$ cat config.mk
export PLATFORM = sky130hd
export DESIGN_NAME = mem_writer
export DESIGN_NICKNAME = d
export VERILOG_FILES = /design/src/rtl/mem_pkg.sv /design/src/rtl/ram_sp.sv /design/src/rtl/mem_writer.sv
export SDC_FILE = /design/constraint.sdc
export NUM_CORES = 1
export LEC_CHECK = 0
export ABC_AREA = 1
export BUFFER_PORTS_ARGS = -buffer_cell sky130_fd_sc_hd__buf_4
export CAP_MARGIN = 10
export CORE_MARGIN = 8
export CORE_UTILIZATION = 50
export CTS_CLUSTER_SIZE = 24
export DETAILED_ROUTE_END_ITERATION = 8
export PLACE_DENSITY = 0.68
export SETUP_SLACK_MARGIN = 0.1
export SYNTH_ARGS = -nofsm -noshare
export SYNTH_HDL_FRONTEND = slang
export SYNTH_HIERARCHICAL = 1
export SYNTH_SLANG_ARGS = --single-unit
$ cat constraint.sdc
create_clock -name clk -period 3.2 [get_ports clk]
set_input_delay 0.16 -clock clk [delete_from_list [all_inputs] [get_ports clk]]
set_output_delay 0.16 -clock clk [all_outputs]
set_load 0.02 [all_outputs]
$ cat src/rtl/mem_pkg.sv
// Shared definitions for the burst memory writer.
// Holds the writer FSM state type and the constants that fix its encoding.
package mem_pkg;

  localparam logic [1:0] ST_IDLE_ENC = 2'b00;
  localparam logic [1:0] ST_LOAD_ENC = 2'b01;
  localparam logic [1:0] ST_DONE_ENC = 2'b10;

  typedef enum logic [1:0] {
    IDLE = ST_IDLE_ENC,
    LOAD = ST_LOAD_ENC,
    DONE = ST_DONE_ENC
  } state_t;

endpackage

$ cat src/rtl/ram_sp.sv
// Simple dual-ported storage: one synchronous write port, one synchronous
// read port with one cycle of latency. A read of the address being written
// in the same cycle returns the old contents. Contents and read data are
// not reset.
//   clk   : clock
//   we    : write enable
//   waddr : write address
//   wdata : write data
//   raddr : read address
//   rdata : registered read data
module ram_sp #(
  parameter int WIDTH     = 8,
  parameter int DEPTH     = 16,
  parameter int DEPTH_LOG = $clog2(DEPTH)
) (
  input  logic                 clk,
  input  logic                 we,
  input  logic [DEPTH_LOG-1:0] waddr,
  input  logic [WIDTH-1:0]     wdata,
  input  logic [DEPTH_LOG-1:0] raddr,
  output logic [WIDTH-1:0]     rdata
);

  logic [WIDTH-1:0] mem [DEPTH];

  always_ff @(posedge clk) begin
    if (we) begin
      mem[waddr] <= wdata;
    end
    rdata <= mem[raddr];
  end

endmodule

$ cat src/rtl/mem_writer.sv
// Burst memory writer. A start pulse latches a base address and a word
// count; words offered on in_valid/in_data are then stored at consecutive
// addresses (wrapping modulo DEPTH) until the count is reached, after which
// done pulses for one cycle. Storage can be read back at any time.
//   clk, rst            : clock, async active-high reset
//   start               : begin a burst (honoured only when idle)
//   base_addr, length   : burst start address and word count
//   in_valid, in_data   : incoming word
//   in_ready            : word accepted this cycle when in_valid is high
//   busy, done          : burst in progress / one-cycle completion pulse
//   wr_count            : words written in the current or last burst
//   addr_rd, data_out   : read-back port, one cycle latency
//
// state | meaning
// IDLE  | waiting for start
// LOAD  | accepting words until length have been written
// DONE  | single-cycle completion, done asserted
module mem_writer
  import mem_pkg::*;
#(
  parameter int WIDTH     = 8,
  parameter int DEPTH     = 16,
  parameter int DEPTH_LOG = $clog2(DEPTH)
) (
  input  logic                 clk,
  input  logic                 rst,
  input  logic                 start,
  input  logic [DEPTH_LOG-1:0] base_addr,
  input  logic [DEPTH_LOG:0]   length,
  input  logic                 in_valid,
  input  logic [WIDTH-1:0]     in_data,
  output logic                 in_ready,
  output logic                 busy,
  output logic                 done,
  output logic [DEPTH_LOG:0]   wr_count,
  input  logic [DEPTH_LOG-1:0] addr_rd,
  output logic [WIDTH-1:0]     data_out
);

  localparam int LEN_W = DEPTH_LOG + 1;

  state_t               state, state_next;
  logic [DEPTH_LOG-1:0] ptr;
  logic [DEPTH_LOG-1:0] ptr_inc;
  logic [LEN_W-1:0]     len_q;
  logic [LEN_W-1:0]     len_clamped;
  logic [LEN_W-1:0]     wr_count_inc;
  logic                 handshake;

  // A burst can never write more than the whole memory once.
  assign len_clamped  = (length > LEN_W'(DEPTH)) ? LEN_W'(DEPTH) : length;
  assign ptr_inc      = (ptr == DEPTH_LOG'(DEPTH - 1)) ? '0 : ptr + 1'b1;
  assign wr_count_inc = wr_count + 1'b1;
  assign handshake    = in_valid && in_ready;

  always_ff @(posedge clk or posedge rst) begin
    if (rst) begin
      state <= IDLE;
    end else begin
      state <= state_next;
    end
  end

  always_comb begin
    state_next = state;
    in_ready   = 1'b0;
    busy       = 1'b0;
    done       = 1'b0;
    case (state)
      IDLE: begin
        if (start) begin
          state_next = (length == '0) ? DONE : LOAD;
        end
      end
      LOAD: begin
        in_ready = 1'b1;
        busy     = 1'b1;
        if (handshake && (wr_count_inc == len_q)) begin
          state_next = DONE;
        end
      end
      DONE: begin
        done       = 1'b1;
        state_next = IDLE;
      end
      default: begin
        state_next = IDLE;
      end
    endcase
  end

  always_ff @(posedge clk or posedge rst) begin
    if (rst) begin
      ptr      <= '0;
      len_q    <= '0;
      wr_count <= '0;
    end else begin
      case (state)
        IDLE: begin
          if (start) begin
            wr_count <= '0;
            if (length != '0) begin
              ptr   <= base_addr;
              len_q <= len_clamped;
            end
          end
        end
        LOAD: begin
          if (handshake) begin
            ptr      <= ptr_inc;
            wr_count <= wr_count_inc;
          end
        end
        default: begin
        end
      endcase
    end
  end

  ram_sp #(
    .WIDTH     (WIDTH),
    .DEPTH     (DEPTH),
    .DEPTH_LOG (DEPTH_LOG)
  ) u_ram (
    .clk   (clk),
    .we    (handshake),
    .waddr (ptr),
    .wdata (in_data),
    .raddr (addr_rd),
    .rdata (data_out)
  );

endmodule

==> impl_metrics.ini <==
[sta]
setup_viol = 0
setup_tns_ns = 0
drv_slew = 0
rsz0062_at_grt = no
max_freq_mhz = 516
finalCriticalPeriod_ns = 1.94
max_slew_margin = 0.284
skew_ns = 0.00605
min_period_over_period = 0.606
final_hold_viol_count = 0
worst_pin_slew_ns = 1.07

[synth]
synth.ff_latch_count = 152
netlist_top_cells_area = edfxtp_1, nand2_1, nand3_1
synthXorXnorAreaFrac = 0.00261
syn_area_per_cell_um2 = 9.96
syn_area_um2 = 6720
ys_warn_count = 6
synthMuxAreaShare = 0.00149
synth.distinct_cells = 29
yosys.area_share.adder = 0.00372
synth_top_family_by_area = simple AND/OR/NAND/NOR gates
synth-seq-area-share = 0.655
netlist_instances = 675
synthesis.nets = 702
synth_compound_area_frac = 0.0158
synth-simple-area-share = 0.228
synth_top_area_frac = 0.572
synth_top_area_cell = edfxtp_1

[min_path]
hold_class = in2reg

[power_and_ir_drop]
p_seq_frac = 0.455
ir_worst_vdd_mv = 0.425
p_sw_frac = 0.272
p_leak_nw = 3.38
power_w = 0.00542
internal_power_w = 0.00395
combPwrFrac = 0.165
p_per_area_nw_per_um2 = 704
p_clk_frac = 0.381
power.net_switching_w = 0.00147

[floorplan]
rows = 42
dieArea_um2 = 17400
pin_count = 41
start_util = 0.509
fp.dieW_um = 132
die_h_um = 132
core_area_um2 = 13200

[job]
maxCapViolCount = 0

[final_layout]
fillers = 1123
mostFrequentLayoutCell = nand2_1
layout_common_cells = nand2_1, edfxtp_1, inv_1
final_layout_size_suffix_gt1_frac = 0.113
area_growth_pct = 14.6
fin_area_um2 = 7700
diodes = 0
fin_nets = 737

[placed_design]
dp_hpwl_um = 9270
placed_cell_area_um2 = 7070
io_buffers = 40
place_congestion = 0.848

[global_route]
track_usage = 0.177
grt_overflow = 0
grt_pass1_wl_um = 23800
antenna_found_initial = 0
grt_max_degree = 65
grt_pass1_vias = 4734

[clock_network]
htreeDepth = 4
clkSinkCount = 152
cts_setup_buffers = 0
clk_pin_slew_ns = 0.06
cts_tree = built
clk_path_buf_depth = 2
cts_resized = 0
clk_latency_ns = 0.42
cts_made_buffers = 17
clockRootBuffer = clkbuf_16

[drt]
wl_per_cell_um = 16.4
vias_per_cell = 5.20
first_pass_iters = 5
dr_total_vias = 4675
drt_iter0_drc = 376
drc = 0
drt-total-wl_um = 14700
antenna_left = 0

[critical_path]
worst-path-buf-inv = 1
cp-start-kind = flip-flop
setup.worst_path.class = reg2reg
path_max_fanout = 8
endpoint_kind = flip-flop
crit_slowest_cell = nor2_1
path_cells = inv_2 > nand2_4 > nor2_8 > nand3_1 > nor2_1
worstPathArrival_ns = 1.99
critical_path.max_stage_delay_ns = 0.62
cp_top_family = simple AND/OR/NAND/NOR gates
critical_path_required_ns = 3.25

[status]
status = completed
==> repair_timing <==
action,in CTS,in global routing
endpoints found under the hold margin,16,0
endpoints found under the setup margin,0,0
hold buffers,1,0
==> per-stage QoR <==
stage	instances	setup slack, ns	util	hold slack [ns]
after floorplan	675	1.62	-	0.0737
after global placement	866	1.34	0.536	0.279
after detailed placement	866	1.26	0.536	0.288
after CTS	899	1.24	0.584	0.0195
after global routing	899	1.13	0.584	0.0306
final	899	1.26	0.584	0.0254
==> synthesized netlist by cell type (all sizes together) <==
cell type	instances
clkinv	1
inv	118
o21ai	11
nor2	27
ha	2
dfrtp	16
nand3b	4
a22oi	1
xnor2	2
buf	26
edfxtp	128
dfxtp	8
o22ai	2
a21oi	5
nand3	105
nand4	4
a31oi	1
nand2	212
or2	1
mux2i	1
==> worst register-to-register path, stage by stage, from the launching register on <==
cell and delay [ns]:
dfrtp_1 0.39, inv_2 0.09, nand2_4 0.10, nor2_8 0.20, nand3_1 0.17, nor2_1 0.62
==> final timing paths <==
kind                               endpoint  depth (start not counted)  slack, ns  startpoint
setup / recovery           u_ram/mem[15][4]                          5       1.26    state[1]
hold / removal                     len_q[2]                          3       0.03   length[2]
setup reg to reg           u_ram/mem[15][4]                          5       1.26    state[1]
hold reg to reg                    len_q[2]                          2       0.52    len_q[2]
max in group asynchronous       wr_count[3]                          3       2.39         rst
min in group asynchronous          state[1]                          3       0.39         rst
==> layout make-up <==
class | count | area, µm² | share of cell area
inverters | 119 | 448 | 0.0582
clock buffers | 20 | 447 | 0.0580
flip-flops and latches | 152 | 4400 | 0.572
well taps | 176 | 220 | 0.0286
multi-input cells | 378 | 1690 | 0.219
clock inverters | 12 | 175 | 0.0227
repair buffers | 42 | 318 | 0.0413
==> routing by layer <==
| metal | wire (µm) | global-route usage |
|---|---|---|
| met5 | 0 | 0 |
| met4 | 414 | 0.0996 |
| met3 | 921 | 0.0412 |
| met2 | 7220 | 0.291 |
| met1 | 6160 | 0.211 |
==> logic make-up after synthesis <==
family | count (synthesis)
AOI/OAI and AO/OA | 20
adders and majority gates | 2
muxes | 1
buffers and inverters | 145
xor gates and xnor gates | 2
and+or+nand+nor | 353
DFF | 152
==> power by group through the flow <==
stage               clock, W  sequential, W  combinational, W
floorplan                  0        0.00250          0.000593
global placement           0        0.00250          0.000880
detailed placement         0        0.00250          0.000891
CTS                  0.00209        0.00247          0.000897
global route         0.00217        0.00249           0.00100
finish               0.00206        0.00247          0.000894
==> state kept, by name, indices dropped and copies added (netlist names) <==
| register | count |
|---|---|
| ptr | 4 |
| wr_count | 5 |
| u_ram/rdata | 8 |
| u_ram/mem | 128 |
| len_q | 5 |
| state | 2 |
Power figures use the tool's default switching activity.
